File: src/rtl/hr_peak_tracker.sv
// Peak detector over a symmetric sample window with refractory/timeout gating,
// followed by a restoring divider that turns the inter-beat interval into bpm.
module hr_peak_tracker #(
  parameter int DATA_W       = 9,
  parameter int HALF_WIN     = 16,
  parameter int CNT_W        = 11,
  parameter int RATE         = 100,
  parameter int MIN_INTERVAL = 30,
  parameter int MAX_INTERVAL = 300,
  parameter int DIV_W        = 16
) (
  input  logic                     clock,
  input  logic                     reset,
  input  logic                     sample_valid,
  input  logic signed [DATA_W-1:0] sample,
  input  logic signed [DATA_W-1:0] threshold,
  output logic                     peak,
  output logic [CNT_W-1:0]         interval,
  output logic                     interval_valid,
  output logic [7:0]               bpm,
  output logic                     bpm_valid,
  output logic                     busy,
  output logic                     timeout
);

  localparam int L      = 2 * HALF_WIN + 1;
  localparam int FILL_W = $clog2(L + 1);
  localparam int IT_W   = $clog2(DIV_W + 1);
  localparam logic [DIV_W-1:0] NUM   = DIV_W'(60 * RATE);
  localparam logic [CNT_W:0]   MIN_C = (CNT_W + 1)'(MIN_INTERVAL);
  localparam logic [CNT_W:0]   MAX_C = (CNT_W + 1)'(MAX_INTERVAL);

  typedef enum logic [1:0] {IDLE, DIV, DONE} state_t;

  logic signed [DATA_W-1:0] win  [L];
  logic signed [DATA_W-1:0] nwin [L];
  logic [FILL_W-1:0] fill, fill_next;
  logic [CNT_W-1:0]  cnt;
  logic [CNT_W:0]    c;
  logic              first_seen;
  logic              is_max, candidate, accept, tmo, start;

  state_t            state;
  logic [IT_W-1:0]   iter;
  logic [CNT_W-1:0]  rem, dvsr, rem_next;
  logic [DIV_W-1:0]  quo;
  logic [CNT_W:0]    trial;
  logic              q_bit;

  // Evaluation sees the window as it will be after this strobe's shift.
  always_comb begin
    nwin[0] = sample;
    for (int i = 1; i < L; i++) nwin[i] = win[i-1];
    is_max = 1'b1;
    for (int i = 0; i < L; i++)
      if (i != HALF_WIN && !(nwin[HALF_WIN] > nwin[i])) is_max = 1'b0;
    fill_next = (fill == FILL_W'(L)) ? fill : fill + FILL_W'(1);
    candidate = (fill_next == FILL_W'(L)) && is_max && (nwin[HALF_WIN] > threshold);
    c         = {1'b0, cnt} + (CNT_W + 1)'(1);
    accept    = sample_valid && candidate && (!first_seen || c >= MIN_C);
    tmo       = sample_valid && !accept && first_seen && (c >= MAX_C);
    start     = accept && first_seen;
  end

  always_comb begin
    trial    = {rem, quo[DIV_W-1]};
    q_bit    = (trial >= {1'b0, dvsr});
    rem_next = q_bit ? CNT_W'(trial - {1'b0, dvsr}) : trial[CNT_W-1:0];
  end

  // Window contents need no reset: the fill counter gates evaluation.
  always_ff @(posedge clock) begin
    if (sample_valid) win <= nwin;
  end

  always_ff @(posedge clock) begin
    if (reset) begin
      fill           <= '0;
      cnt            <= '0;
      first_seen     <= 1'b0;
      peak           <= 1'b0;
      interval       <= '0;
      interval_valid <= 1'b0;
      timeout        <= 1'b0;
    end else begin
      peak           <= 1'b0;
      interval_valid <= 1'b0;
      timeout        <= 1'b0;
      if (sample_valid) begin
        fill <= fill_next;
        if (accept) begin
          peak       <= 1'b1;
          cnt        <= '0;
          first_seen <= 1'b1;
          if (first_seen) begin
            interval       <= c[CNT_W-1:0];
            interval_valid <= 1'b1;
          end
        end else if (tmo) begin
          timeout    <= 1'b1;
          cnt        <= '0;
          first_seen <= 1'b0;
        end else begin
          cnt <= (c >= MAX_C) ? MAX_C[CNT_W-1:0] : c[CNT_W-1:0];
        end
      end
    end
  end

  // Timeout aborts any division; a new start restarts it from iteration 0.
  always_ff @(posedge clock) begin
    if (reset) begin
      state     <= IDLE;
      iter      <= '0;
      rem       <= '0;
      dvsr      <= '0;
      quo       <= '0;
      busy      <= 1'b0;
      bpm       <= '0;
      bpm_valid <= 1'b0;
    end else begin
      bpm_valid <= 1'b0;
      if (tmo) begin
        state     <= IDLE;
        busy      <= 1'b0;
        bpm       <= '0;
        bpm_valid <= 1'b1;
      end else if (start) begin
        state <= DIV;
        busy  <= 1'b1;
        iter  <= '0;
        rem   <= '0;
        quo   <= NUM;
        dvsr  <= c[CNT_W-1:0];
      end else begin
        case (state)
          DIV: begin
            rem  <= rem_next;
            quo  <= {quo[DIV_W-2:0], q_bit};
            iter <= iter + IT_W'(1);
            if (iter == IT_W'(DIV_W - 1)) state <= DONE;
          end
          DONE: begin
            bpm       <= (quo > DIV_W'(255)) ? 8'hFF : quo[7:0];
            bpm_valid <= 1'b1;
            busy      <= 1'b0;
            state     <= IDLE;
          end
          default: ;
        endcase
      end
    end
  end

endmodule

File: config.mk
export PLATFORM = sky130hd
export DESIGN_NAME = hr_peak_tracker
export DESIGN_NICKNAME = d
export VERILOG_FILES = /design/src/rtl/hr_peak_tracker.sv
export SDC_FILE = /design/constraint.sdc
export NUM_CORES = 1
export LEC_CHECK = 0
export ABC_AREA = 1
export CAP_MARGIN = 15
export CELL_PAD_IN_SITES_DETAIL_PLACEMENT = 1
export CELL_PAD_IN_SITES_GLOBAL_PLACEMENT = 1
export CORE_UTILIZATION = 50
export CTS_CLUSTER_DIAMETER = 120
export DETAILED_ROUTE_END_ITERATION = 16
export PLACE_DENSITY_LB_ADDON = 0.1
export SLEW_MARGIN = 25
export SYNTH_ARGS = -nofsm -noshare
export SYNTH_HDL_FRONTEND = slang
export SYNTH_SLANG_ARGS = --single-unit
File: constraint.sdc
create_clock -name clock -period 9.2 [get_ports clock]
set_input_delay 2.76 -clock clock [delete_from_list [all_inputs] [get_ports clock]]
set_output_delay 2.76 -clock clock [all_outputs]
set_load 0.1 [all_outputs]
==> run summary <==
Post-Syn Instances: 2337
Via Count: 15600
Initial DRC Count: 628
Flop2flop setup slack: 4740 ps
Number of routed nets with antenna violations: 0
Fillers: 4803
Crit-path leading delay family: simple AND/OR/NAND/NOR gates
Final WL: 51.4 mm
Clock Path Buffers: 3
Grt ovf: 0
Final setup vio count: 0
Syn Nets: 2673
CTS tree: done
Detailed Place HPWL: 37.2 mm
Final Hold Fails: 0
Crit-path slowest cell: clkdlybuf4s50_1
Crit Path Max Fanout: 33
Post-synth top flop: edfxtp_1
Chip height: 209 um
Top cell type's share of synthesized area: 40.3%
Combined area of the multi-input logic cells: 0.00916 mm^2
Initial antenna violation count: 1
Worst setup path class: input port to register
Leakage power: 11.7 nW
Post-synth ARST share: 0%
Post-synth top area cell: edfxtp_1
Detailed Routing Iterations Pass 1: 4
Initial Util: 50.9%
GRT Total Usage: 24.3%
Layout Nets: 2756
R2R cell count: 19
H-tree depth: 2
Row count: 75
Drt wl/cell: 17.2 um
RSZ-0062 raised after global routing: no
Crit path cell chain: clkdlybuf4s50_1, inv_1, ha_1, nand2_1, nor2_1, nand2_1, nand3_1, nand2_1, nand2_1, nand2_1, nand2_1, nand2_1, nand2_1, nand2_1, nor2_1, nand2_1, nor2_1, nand3_4, nand2_1, inv_2, nand2_1, a21oi_2
DIE WIDTH: 209 um
Post-CTS setup buffers: 0
Worst vdd ir: 144 uV
Antenna diodes: 0
Crit path buf inv count: 3
Clk Latency, worst-skew pair: 560 ps
Worst-Margin Slew: 1040 ps
Yosys warnings: 0
Fmax: 0.172 GHz
Sequential element share of the synthesized area: 48.5%
Num CTS Buffers: 43
Clock Pin Slew Worst Setup and Hold Paths: 60 ps
Yosys reg bits: 375
Fin crit period: 5800 ps
Vias in the first global route: 16900
Post-CTS Resized: 0
Floorplan core area: 0.0421 mm^2
Count of final max-slew check failures: 0
Worst Path Required: 9630 ps
PortBufs: 44
DRC viols: 0
Worst Hold End: nwin[48]$_DFFE_PP_
Crit-path max cell delay: 460 ps
Yosys cell types: 45
HP Class: register to register
CP startpoint kind: input port
Critical register-to-register path startpoint: nwin[144]$_DFFE_PP_
Register area: 0.0104 mm^2
Crit path arrival time: 6230 ps
P&R area growth vs syn: 11.5%
Most numerous cell in the Yosys netlist: nand2_1
Vias/cell: 5.20
Cts hold-fix bufs: 0
Post-synth top cells: nand2_1 (600), inv_1 (468), ha_1 (314)
Final Wtd Congestion: 0.854
Worst slew margin: 30.7%
Max Clock Skew: 13.7 ps
Max-Cap Viols: 0
Die area: 0.0437 mm^2
Critical Path End Type: register
Power Density: 173 mW/mm^2
Ports: 45
EDFF count, synth: 288
Reg-to-reg endpoint: quo[3]$_SDFFE_PP0P_
Hold Startpoint: nwin[57]$_DFFE_PP_
Largest cells by area after synthesis: edfxtp_1 (40%), ha_1 (18%), nand2_1 (11%)
Root Buffer: clkbuf_16
Hold path depth: 0
CP dominant cell by count: nand2_1
Setup TNS: 0 ps
Fraction of layout cells with a size suffix above 1: 4.93%
Clock sink count: 375
Period Utilization, post-route: 63.1%
Outcome: finished clean
First-pass GRT wire length: 84.1 mm
Tot Pwr: 0.00413 W
Synth Area per Inst: 9.17 um^2
Largest net degree at the start of global routing: 168
Synth Cell Area: 0.0214 mm^2
-- cells in the final DEF, fill, tap and decap left out, drive strengths merged, types with 2 or more instances in the layout --
master and n:
clkbuf 67, o211ai 2, a21o 3, o21a 4, ha 314, xor2 12, a21oi 135, nor3 22
nand2 606, inv 473, xnor2 5, dfxtp 87, nand4 45, and3 3, clkdlybuf4s50 43, buf 12
or2 3, o21ai 61, o21bai 7, nand3 66, nor2 173, nand3b 3, edfxtp 288, clkinv 12
-- registers in the layout (all words and copies together), names as in the netlist, 2 cells and up --
| name | count |
|---|---|
| quo | 16 |
| nwin | 288 |
| cnt | 11 |
| bpm | 8 |
| dvsr | 11 |
| rem | 11 |
| fill | 6 |
| state | 2 |
| interval | 11 |
| iter | 5 |
-- routing by layer --
layer,up-vias,GRT usage [%],part of all wire [%]
met2,198,44.1,50
met1,7509,29.7,44
met3,82,3.22,3.3
met4,0,7.76,2.6
met5,-,0,0
li1,7784,-,-
-- stage by stage --
| step | instance area, um^2 | std cells | util, % | hold slack [ps] | setup WS, ps |
|---|---|---|---|---|---|
| after floorplan | 21400 | 2337 | - | 426 | 4430 |
| after global placement | 22500 | 2914 | 53.5 | 428 | 3080 |
| after detailed placement | 22500 | 2914 | 53.5 | 433 | 2830 |
| after CTS | 23900 | 2993 | 56.7 | 445 | 3410 |
| after global routing | 23900 | 2993 | 56.8 | 453 | 3000 |
| final | 23900 | 2993 | 56.8 | 443 | 3400 |
-- layout make-up --
cell class,instances,share of cell area (%)
multi-input combinational,1471,38.3
clock inverter,12,0.335
clock buffer,67,5.39
tap,539,2.82
timing repair buffer,55,2.28
sequential,375,43.4
inverter,474,7.45
-- worst max-delay path by stage --
stage | start | end | slack (ps) | cells past startpoint
finish | threshold[4] | quo[3]$_SDFFE_PP0P_ | 3400 | 22
floorplan | sample[4] | interval[0]$_SDFFE_PP0P_ | 4430 | 18
global route | sample[8] | dvsr[0]$_SDFFE_PP0P_ | 3000 | 20
CTS | threshold[4] | dvsr[0]$_SDFFE_PP0P_ | 3410 | 22
global placement | sample[4] | rem[0]$_SDFFE_PP0P_ | 3080 | 18
detailed placement | sample[4] | dvsr[0]$_SDFFE_PP0P_ | 2830 | 18
-- cell families (layout without fill, tap and decap cells) --
logic type / after synthesis / in the layout / synth area share (%)
and+or+nand+nor: 922 / 922 / 17.9
xor gates and xnor gates: 17 / 17 / 0.730
adders and majority gates: 315 / 315 / 18.4
AOI/OAI and AO/OA: 217 / 217 / 5.64
buffers and inverters: 491 / 608 / 8.84
DFF: 375 / 375 / 48.5
-- where the power goes --
group	switching, W	internal (W)
Combinational	0.000331	0.000173
Clock	0.000687	0.000989
Sequential	0.0000413	0.00191
No activity file was read; power rests on OpenSTA's default activity.
